## src/rtl/eth_rx_frame_writer.sv

```systemverilog
// Receive framing stage: strips preamble/SFD, writes frame bytes (FCS included) to the RX FIFO
// and reports length/status with a delayed frame_done pulse. Optional counters: ETH_RX_STATS_EN.
module eth_rx_frame_writer #(
    parameter int MIN_LEN    = 64,
    parameter int MAX_LEN    = 1518,
    parameter int LEN_W      = 11,
    parameter int DONE_DELAY = 4
) (
    input  logic             clk,
    input  logic             rst,
    input  logic             rx_dv,
    input  logic             rx_er,
    input  logic [7:0]       rxd,
    output logic [7:0]       fifo_din,
    output logic             fifo_we,
    input  logic             fifo_full,
    output logic             frame_done,
    output logic [LEN_W-1:0] frame_len,
    output logic             st_runt,
    output logic             st_giant,
    output logic             st_rxer,
    output logic             st_ovf,
    output logic [15:0]      cnt_good,
    output logic [15:0]      cnt_bad
);

    typedef enum logic [1:0] {
        WAIT_IDLE = 2'd0,
        IDLE      = 2'd1,
        PRE       = 2'd2,
        DATA      = 2'd3
    } state_t;

    localparam logic [LEN_W-1:0] CNT_SAT   = '1;
    localparam logic [LEN_W-1:0] MIN_L     = LEN_W'(MIN_LEN);
    localparam logic [LEN_W-1:0] MAX_L     = LEN_W'(MAX_LEN);
    localparam logic [4:0]       DLY_LOAD  = 5'(DONE_DELAY - 1);
    localparam bit               DLY_ONE   = (DONE_DELAY == 1);

    state_t           state_r;
    logic [LEN_W-1:0] cnt_r;
    logic             rxer_r;
    logic             ovf_r;

    logic             pend_v_r;
    logic [4:0]       dly_r;
    logic [LEN_W-1:0] pend_len_r;
    logic [3:0]       pend_st_r;

    logic [LEN_W-1:0] cnt_inc_s;
    logic             data_byte_s;
    logic             end_s;
    logic             wr_s;
    logic [3:0]       end_st_s;
    logic             fire_s;
    logic [LEN_W-1:0] fire_len_s;
    logic [3:0]       fire_st_s;

    // Per-cycle decode of the byte stream and of the done-delay pipeline
    always_comb begin
        cnt_inc_s   = (cnt_r == CNT_SAT) ? cnt_r : cnt_r + LEN_W'(1);
        data_byte_s = (state_r == DATA) && rx_dv;
        end_s       = (state_r == DATA) && !rx_dv;
        wr_s        = data_byte_s && !fifo_full && (cnt_inc_s <= MAX_L);
        end_st_s    = {(cnt_r < MIN_L), (cnt_r > MAX_L), rxer_r, ovf_r};
        // A one-cycle delay fires straight from the end-of-frame cycle, bypassing the snapshot
        if (DLY_ONE) begin
            fire_s     = end_s;
            fire_len_s = cnt_r;
            fire_st_s  = end_st_s;
        end else begin
            fire_s     = pend_v_r && (dly_r == 5'd1);
            fire_len_s = pend_len_r;
            fire_st_s  = pend_st_r;
        end
    end

    // Framing FSM, byte counter, error flags and registered FIFO write port
    always_ff @(posedge clk or posedge rst) begin
        if (rst) begin
            state_r  <= WAIT_IDLE;
            cnt_r    <= '0;
            rxer_r   <= 1'b0;
            ovf_r    <= 1'b0;
            fifo_we  <= 1'b0;
            fifo_din <= 8'h00;
        end else begin
            fifo_we <= wr_s;
            if (wr_s) begin
                fifo_din <= rxd;
            end else begin
                fifo_din <= fifo_din;
            end
            case (state_r)
                WAIT_IDLE: begin
                    if (!rx_dv) begin
                        state_r <= IDLE;
                    end else begin
                        state_r <= WAIT_IDLE;
                    end
                end
                IDLE: begin
                    if (rx_dv && (rxd == 8'h55)) begin
                        state_r <= PRE;
                    end else if (rx_dv) begin
                        state_r <= WAIT_IDLE;
                    end else begin
                        state_r <= IDLE;
                    end
                end
                PRE: begin
                    if (!rx_dv) begin
                        state_r <= IDLE;
                    end else if (rxd == 8'h55) begin
                        state_r <= PRE;
                    end else if (rxd == 8'hD5) begin
                        state_r <= DATA;
                        cnt_r   <= '0;
                        rxer_r  <= 1'b0;
                        ovf_r   <= 1'b0;
                    end else begin
                        state_r <= WAIT_IDLE;
                    end
                end
                DATA: begin
                    if (rx_dv) begin
                        cnt_r <= cnt_inc_s;
                        if (rx_er) begin
                            rxer_r <= 1'b1;
                        end else begin
                            rxer_r <= rxer_r;
                        end
                        if (fifo_full) begin
                            ovf_r <= 1'b1;
                        end else begin
                            ovf_r <= ovf_r;
                        end
                    end else begin
                        state_r <= IDLE;
                    end
                end
                default: begin
                    state_r <= WAIT_IDLE;
                end
            endcase
        end
    end

    // End-of-frame snapshot and done delay; result outputs update only on the done pulse
    always_ff @(posedge clk or posedge rst) begin
        if (rst) begin
            pend_v_r   <= 1'b0;
            dly_r      <= 5'd0;
            pend_len_r <= '0;
            pend_st_r  <= 4'd0;
            frame_done <= 1'b0;
            frame_len  <= '0;
            st_runt    <= 1'b0;
            st_giant   <= 1'b0;
            st_rxer    <= 1'b0;
            st_ovf     <= 1'b0;
        end else begin
            if (end_s) begin
                pend_len_r <= cnt_r;
                pend_st_r  <= end_st_s;
                pend_v_r   <= !DLY_ONE;
                dly_r      <= DLY_LOAD;
            end else if (pend_v_r) begin
                dly_r <= dly_r - 5'd1;
                if (dly_r == 5'd1) begin
                    pend_v_r <= 1'b0;
                end else begin
                    pend_v_r <= 1'b1;
                end
            end else begin
                pend_v_r <= 1'b0;
            end
            frame_done <= fire_s;
            if (fire_s) begin
                frame_len <= fire_len_s;
                {st_runt, st_giant, st_rxer, st_ovf} <= fire_st_s;
            end else begin
                frame_len <= frame_len;
                {st_runt, st_giant, st_rxer, st_ovf} <= {st_runt, st_giant, st_rxer, st_ovf};
            end
        end
    end

`ifdef ETH_RX_STATS_EN
    // Saturating good/bad frame counters, visible in the frame_done cycle
    always_ff @(posedge clk or posedge rst) begin
        if (rst) begin
            cnt_good <= 16'd0;
            cnt_bad  <= 16'd0;
        end else if (fire_s) begin
            if (fire_st_s != 4'd0) begin
                cnt_bad <= (cnt_bad == 16'hFFFF) ? cnt_bad : cnt_bad + 16'd1;
            end else begin
                cnt_good <= (cnt_good == 16'hFFFF) ? cnt_good : cnt_good + 16'd1;
            end
        end else begin
            cnt_good <= cnt_good;
            cnt_bad  <= cnt_bad;
        end
    end
`else
    assign cnt_good = 16'd0;
    assign cnt_bad  = 16'd0;
`endif

endmodule

```

## config.mk

```make
export PLATFORM = sky130hd
export DESIGN_NAME = eth_rx_frame_writer
export DESIGN_NICKNAME = d
export VERILOG_FILES = /design/src/rtl/eth_rx_frame_writer.sv
export SDC_FILE = /design/constraint.sdc
export NUM_CORES = 1
export LEC_CHECK = 0
export CAP_MARGIN = 0
export CORE_AREA = 2 2 95 115
export CTS_CLUSTER_SIZE = 14
export DETAILED_ROUTE_END_ITERATION = 8
export DIE_AREA = 0 0 97 117
export PLACE_DENSITY_LB_ADDON = 0.1
export RECOVER_POWER = 50
export SYNTH_ARGS = -nofsm -noshare
export SYNTH_HDL_FRONTEND = slang
export SYNTH_SLANG_ARGS = --single-unit
```

## constraint.sdc

```tcl
create_clock -name clk -period 3.1 [get_ports clk]
set_clock_uncertainty 0.15 [all_clocks]
set_input_delay 0.465 -clock clk [delete_from_list [all_inputs] [get_ports clk]]
set_output_delay 0.465 -clock clk [all_outputs]
set_load 0.02 [all_outputs]
```

## Yosys cells after proc, flatten, opt, wreduce, memory -nomap -nowiden

Index checks and enable logic that the tools add are counted.

| storage, ports and cells | value |
|---|---|
| word-level logic and storage cells | 76 |
| register bits | 61 |
| output and inout port bits | 57 |

| cells by class | value |
|---|---|
| multiplexer cells | 27 |
| $lt $le $gt $ge | 3 |
| reductions and logical operators | 14 |
| $add $sub $neg | 2 |
| eq/ne operators | 14 |

Operators with widths:

| kind | count |
|---|---|
| 2-to-1 mux 11 bit | 5 |
| case mux 11 bit (2 select lines) | 1 |
| != test 2 bit (second input constant) | 7 |
| AND reduction 6 bit | 2 |
| adder 11 x 1 -> 11 bit (second input constant) | 1 |
| equality test 11 bit (second input constant) | 1 |
| greater-than comparator 11 bit (second input constant) | 1 |
| less-or-equal comparator 11 bit (second input constant) | 1 |
| < comparator 11 x 7 -> 1 bit (second input constant) | 1 |
| 2-to-1 mux 1 bit | 11 |
| 2-to-1 mux 2 bit | 5 |
| 2-to-1 mux 5 bit | 2 |
| equality test 8 x 7 -> 1 bit (second input constant) | 1 |
| equality test 8 bit (second input constant) | 1 |
| case mux 2 bit (4 select lines) | 1 |
| logical AND 1 bit | 6 |
| equality test 5 x 1 -> 1 bit (second input constant) | 1 |
| AND reduction 5 bit | 1 |
| subtractor 5 x 1 -> 5 bit (second input constant) | 1 |
| equality test 2 bit (second input constant) | 2 |
| case mux 1 bit (2 select lines) | 2 |
| nonzero test 2 bit | 2 |
| equality test 2 x 1 -> 1 bit (second input constant) | 1 |
| zero test 1 bit | 2 |
| zero test 2 bit | 1 |

## Longest topological paths before layout

Gate-level depths: netlist of the first run.

| depth | value |
|---|---|
| depth after elaboration | 5 |
| mapped depth | 7 |
| depth with buffers taken out | 7 |

## Worst setup path after synthesis of the first run

OpenSTA, ideal clock, no wires.

| path | value |
|---|---|
| path kind | reg2reg |
| start point | register cnt_r[0] |
| end point | register fifo_din[0] |
| buffers on the path | 0 |
| clock period less this slack | 2241 ps |
| setup slack | 859 ps |
| stages on the path, launching flop included | 8 |
| required time | 2825 ps |
| arrival time | 1966 ps |
| cell sequence | dfrtp_1 -> ha_1 -> nand4_4 -> nor4b_2 -> o21bai_1 -> a2111oi_2 -> a211oi_4 -> mux2_2 |

| on the way | value |
|---|---|
| longest elaborated chain between the ends | 4 |

RTL lines:

| element | line | source |
|---|---|---|
| start: declaration | 41 | `logic [LEN_W-1:0] cnt_r;` |
| start signal: assignment | 127 | `cnt_r <= cnt_inc_s;` |
| adder 11 x 1 -> 11 bit or equality test 11 bit (tied branches) | 61 | `cnt_inc_s = (cnt_r == CNT_SAT) ? cnt_r : cnt_r + LEN_W'(1);` |
| 2-to-1 mux 11 bit (*) | 61 |  |
| less-or-equal comparator 11 bit (*) | 64 | `wr_s = data_byte_s && !fifo_full && (cnt_inc_s <= MAX_L);` |
| logical AND 1 bit (*) | 64 |  |
| named net wr_s | 53 | `logic wr_s;` |
| end signal: assignment | 90 | `fifo_din <= rxd;` |
| end signal: assignment | 92 | `fifo_din <= fifo_din;` |
| end: declaration | 14 | `output logic [7:0] fifo_din,` |

The timed path passes the listed nets; every way through them passes the cells marked *.
A chain may end at the register's enable or synchronous reset.

## Final worst setup path of the first run

| path | value |
|---|---|
| start point | register cnt_r[0] |
| end point | register fifo_din[3] |

The elaborated chain is that of the path after synthesis.

==> results.md, run 1 <==
- Status: complete, no violations
- Largest net degree at the start of global routing: 36
- Clock latency on the worst-skew pair: 0.32 ns
- Core footprint: 10310 um2
- Post-CTS sizing: 0
- Slowest cell on the critical path: a2111oi_2
- Post-route minimum period: 2.539 ns
- Dominant cells by area after synthesis: dfrtp_1 (51%), buf_4 (8.8%), mux2_2 (8.7%)
- Die area: 11350 um2
- Number of synthesized flops with an enable pin: 0
- Vias in the first global route: 2087
- Max-Cap Viols: 0
- Final setup TNS: 0 ns
- First-pass GRT wire length: 10580 um
- Max frequency: 0.3939 GHz
- RSZ-0062 raised after global routing: false
- Vias per std cell: 4.508
- Worst setup EP type: register
- Diode count: 0
- Setup crit start: cnt_r[0]
- Post-CTS Hold Buffers: 0
- Syn avg cell area: 10.30 um2
- Ys async rst share: 1.000
- CTS clk-pin slew, worst paths: 0.05 ns
- Clock tree buffer depth: 2
- Area Overhead vs Synth: 21.32%
- Hpwl dp: 4291 um
- Initial antenna violation count: 0
- Nets: 346
- Startpoint class of the critical path: register
- Detailed Route WL: 6183 um
- Wirelength per Cell: 13.35 um
- Design Power: 2096 uW
- Total track usage: 0.1180
- Final setup viols: 0
- Slew Viols, Final: 0
- CTS sink count: 61
- DRT antenna net count: 0
- Worst Tran Pin Value: 1.248 ns
- Die Y: 117 um
- Worst endpoint data arrival time: 2.60 ns
- HP Class: reg2reg
- Critical Path Fanout Max: 10
- Top-area cell type share of the netlist area: 0.5111
- # H-tree levels: 3
- Leak: 0.001714 uW
- DRC: 0
- Slowest stage delay, CP: 0.41 ns
- Fin crit share: 0.8189
- CTS tree: yes
- Slew headroom: 0.1682
- PwrDens: 578.5 nW/um2
- Final core utilization: 0.3514
- Drt pass-1 iters: 4
- Initial core utilization: 0.2896
- Design area: 3623 um2
- Synth warnings: 0
- Setup CP Type: reg2reg
- Synthesized flop and latch total: 61
- Post-place instance area: 3382 um2
- Port bufs: 37
- Gr ovfl total: 0
- Share of layout cells above drive strength 1: 0.1347
- Worst path required time: 3.16 ns
- Sequential share of the synthesized area: 0.5111
- Vias: 2087
- Post-synth top area cell: dfrtp_1
- Postcts setup bufs: 0
- VDD IR max: 0.2284 mV
- Routability congestion estimate: 0.8179
- Unique masters post-synth: 45
- CTS Buf Count: 9
- Main synth FF type: dfrtp_1
- Synthesized cell area: 2987 um2
- Launching point of the worst reg2reg path: cnt_r[0]
- Hold path start: fire_len_s[3]
- Crit path cell chain: ha_1 -> nand4_4 -> nor4b_2 -> o21bai_1 -> a2111oi_2 -> a211oi_4 -> buf_4 -> mux2_2
- Io pins: 70
- Starting DRT DRC Count: 75
- CTS Root Cell: clkbuf_16
- Final hold viol count: 0
- Num rows: 41
- Die width: 97 um
- Mapped Cells: 290
routing by layer:
metal / up-vias / share of wire / track usage
met1: 1001 / 0.45 / 0.1439
met3: 15 / 0.043 / 0.03029
li1: 1012 / - / -
met4: 0 / 0.031 / 0.06854
met5: - / 0 / 0
met2: 59 / 0.47 / 0.1917
cell usage in the layout (no fill, tap or decap), types with 2 or more instances in the layout:
cell and n:
nand2_1 50, and2_1 3, nor4_1 2, nor3_1 4, clkinv_2 2, inv_1 8, nand4_1 2, conb_1 32
nand3b_1 2, clkdlybuf4s50_1 35, dfrtp_1 61, mux2_2 23, xnor2_1 4, nor2_1 14, nand2b_1 2, a31oi_1 7
nand3_1 4, dlygate4sd3_1 2, o31ai_1 3, a21oi_1 11, buf_4 4, ha_1 3, clkbuf_1 4, clkbuf_16 9
o21ai_0 20
metrics by stage:
stage               setup slack (ns)  hold slack (ns)  std cells
floorplan                     0.8590           0.2895        321
global placement              0.5568           0.3092        448
detailed placement            0.5059           0.3135        448
CTS                           0.5556           0.3266        463
global route                  0.2522           0.3462        463
finish                        0.5615           0.3211        463
layout make-up:
type	count	area (um2)
fillers	1060	6688
flip-flops and latches	61	1526
multi-input cells	207	1236
repair buffers	43	409.1
clock buffers	13	250.2
well taps	129	161.4
inverters	8	30.03
clock inverters	2	10.01
cells in the mapped netlist (all sizes together), types with 2 or more instances:
cell type,instances
nand2,50
xnor2,4
nand3,4
inv,8
o31ai,3
and2,3
mux2,23
dfrtp,61
ha,3
a21oi,11
buf,37
nand3b,2
nand2b,2
nor3,4
nor4b,2
nor4,2
nor2,14
o21ai,20
a31oi,7
clkbuf,8
nand4,3
logic make-up (layout without fill, tap and decap cells):
| logic type | after synthesis | after routing | synth area share |
|---|---|---|---|
| flops | 61 | 61 | 0.5111 |
| buf+inv | 53 | 66 | 0.1139 |
| fa+ha+maj | 3 | 3 | 0.01257 |
| xor+xnor | 5 | 5 | 0.01466 |
| compound gates | 50 | 50 | 0.1056 |
| other cells | 1 | 32 | 0.001256 |
| simple gates | 94 | 94 | 0.1542 |
| mux | 23 | 23 | 0.08672 |
registers in the layout, summed over array words and instances, names as in the netlist:
name / flops
st_runt: 1
fire_st_s: 4
fire_len_s: 11
fifo_din: 8
st_ovf: 1
st_giant: 1
state_r: 2
ovf_r: 1
frame_done: 1
rxer_r: 1
pend_v_r: 1
cnt_r: 11
st_rxer: 1
dly_r: 5
frame_len: 11
fifo_we: 1
final timing paths:
check                                endpoint  slack (ns)  depth (start not counted)
worst max-delay path              fifo_din[3]        0.56                          8
worst min-delay path            fire_len_s[3]        0.32                          2
worst max register to register    fifo_din[3]        0.56                          8
worst min register to register  fire_len_s[3]        0.32                          2
max in group asynchronous            dly_r[0]        0.71                          3
min in group asynchronous             fifo_we        0.68                          2
power breakdown:
part           leakage [uW]  switching [uW]  internal (uW)
sequential         0.000823            59.9            870
clock              0.000129             327            555
combinational      0.000762             155            130
worst max-delay path, delay by kind of cell, from the launching register on:
kind / cells / cell delay [ns]
muxes: 1 / 0.27
AOI/OAI and AO/OA: 3 / 0.56
adders and majority gates: 1 / 0.34
DFF: 1 / 0.40
and+or+nand+nor: 2 / 0.48
buffers and inverters: 1 / 0.20
(Power assumes the default switching activity.)
==> run 2, diff against run 1 <==
- clock period: 3.1 -> 2.38 ns (I/O delays scaled with it)
==> run 2 against run 1 <==
Sequential power increased by 30%. Count of clock-buffer cells in the layout increased by 1. Power increased by 33%. Fmax increased by 9.6%. Wire length increased by 4.2%. Non-clock buffer count increased by 19. Clock power increased by 37%. Cell count increased by 4.3%. Register-to-register slack got worse by 0.50 ns. Via count increased by 5.0%. Design area increased by 7.1%. Core utilization increased by 2.5 points. Critical path type unchanged.
==> results.md, run 2 (synthesized netlist as in run 1, its figures left out) <==
- CTS clk-pin slew, worst paths: 0.05 ns
- Slowest cell on the critical path: dfrtp_2
- Post-route minimum period: 2.316 ns
- Share of layout cells above drive strength 1: 0.2203
- FILL cells: 1073
- Gr ovfl total: 0
- Nets: 366
- Io pins: 70
- Vias in the first global route: 2082
- Hold path start: fire_len_s[0]
- Setup CP Type: reg2reg
- Port bufs: 37
- Drt pass-1 iters: 4
- CTS Root Cell: clkbuf_16
- Fin crit share: 0.9730
- Status: complete, no violations
- Crit path cell chain: and2_4 -> and4bb_2 -> o21bai_4 -> a2111oi_4 -> buf_4 -> a211oi_4 -> mux2_2
- Crit path buf inv count: 1
- CTS Buf Count: 9
- Final hold viol count: 0
- Launching point of the worst reg2reg path: cnt_r[0]
- Slew Viols, Final: 0
- CTS tree: yes
- Final core utilization: 0.3764
- Startpoint class of the critical path: register
- Total track usage: 0.1216
- Hpwl dp: 4429 um
- Routability congestion estimate: 0.8045
- Post-CTS Hold Buffers: 0
- Vias per std cell: 4.536
- Leak: 0.001803 uW
- Vias: 2191
- Worst endpoint data arrival time: 2.37 ns
- Diode count: 0
- Final setup margin: 0.06426 ns
- Worst hold stages: 2
- Num rows: 41
- Slew headroom: 0.07842
- Worst Tran Pin Value: 1.382 ns
- Hold path endpoint: fire_len_s[0]
- DRC: 0
- PwrDens: 720.0 nW/um2
- Clock latency on the worst-skew pair: 0.33 ns
- Clock tree buffer depth: 2
- Post-place instance area: 3502 um2
- Die width: 97 um
- Highest-count cells in the layout ignoring fill and taps: dfrtp_1 (58), nand2_1 (50), clkdlybuf4s50_1 (37)
- Core footprint: 10310 um2
- VDD IR max: 0.2943 mV
- Worst setup EP type: register
- Area Overhead vs Synth: 29.95%
- Die area: 11350 um2
- RSZ-0062 raised after global routing: true
- Wirelength per Cell: 13.33 um
- Max-Cap Viols: 0
- Largest net degree at the start of global routing: 62
- Detailed Route WL: 6440 um
- Die Y: 117 um
- Worst path required time: 2.44 ns
- Slowest stage delay, CP: 0.43 ns
- R2r setup slk: 0.06 ns
- Critical Path Fanout Max: 9
- Dpl ws: -0.04856 ns
- Most common cell after layout, fill and taps aside: dfrtp_1
- DRT antenna net count: 0
- Initial antenna violation count: 0
- Max frequency: 0.4318 GHz
- Worst reg-to-reg path cell count: 7
- # H-tree levels: 3
- Starting DRT DRC Count: 105
- Final setup viols: 0
- FF-to-FF End: fifo_din[4]
- Initial core utilization: 0.2896
- Design area: 3881 um2
- Delay-heaviest family, CP: compound AO/OA/AOI/OAI gates
- First-pass GRT wire length: 10680 um
- CTS sink count: 61
- HP Class: reg2reg
## run 2: cell count changes in the layout (fill, tap and decap cells not counted), sizes merged
| cell | delta |
|---|---|
| a211oi | +1 |
| inv | -1 |
| clkbuf | -1 |
| dlygate4sd3 | -2 |
| clkdlybuf4s50 | +2 |
| buf | +21 |
## run 2: repair_timing
action	CTS	global route
gates resized for setup	7	12
setup buffers	1	2
pin swaps	0	2
setup endpoints to repair	8	8
gates cloned	1	0
## run 2: per-layer routing
metal,part of all wire,track usage,vias to the layer above
li1,-,-,1051
met1,0.44,0.1476,1083
met2,0.50,0.2005,49
met3,0.038,0.02850,8
met4,0.022,0.07042,0
met5,0,0,-
## run 2: worst max path at each step
stage              from  depth (start not counted)          end
2_1_floorplan  cnt_r[0]                          7  fifo_din[0]
3_3_place_gp   cnt_r[0]                          7  fifo_din[4]
3_5_place_dp      rx_dv                          5  fifo_din[3]
4_1_cts        cnt_r[0]                          7  fifo_din[4]
5_1_grt        cnt_r[0]                          7  fifo_din[4]
6_report       cnt_r[0]                          7  fifo_din[4]
## run 2: where the power goes
group / leakage [uW] / internal [uW] / switching (uW)
sequential: 0.000818 / 1130 / 78.3
combinational: 0.000847 / 173 / 201
clock: 0.000139 / 782 / 428
## run 2: tightest hold or removal path, stage by stage, from the launching register on
cell	delay [ns]
dfrtp_1	0.34
nand2_1	0.05
nand2_1	0.05
## run 2: layout make-up
class | instances | area [um2] | share of cell area
inverters | 8 | 30.03 | 0.007737
clock buffers | 14 | 274.0 | 0.07060
clock inverters | 1 | 5.005 | 0.001289
flip-flops and latches | 61 | 1530 | 0.3943
repair buffers | 62 | 555.5 | 0.1431
multi-input cells | 208 | 1325 | 0.3414
well taps | 129 | 161.4 | 0.04159
## run 2: per-stage QoR
stage / std cells / setup TNS [ns] / hold slack, ns / total power, uW
2_1_floorplan: 321 / 0 / 0.2869 / 1499
3_3_place_gp: 464 / -0.2255 / 0.3063 / 1605
3_5_place_dp: 464 / -0.3504 / 0.3062 / 1609
4_1_cts: 481 / 0 / 0.2901 / 2852
5_1_grt: 483 / -0.08568 / 0.3461 / 2936
6_report: 483 / 0 / 0.3197 / 2794
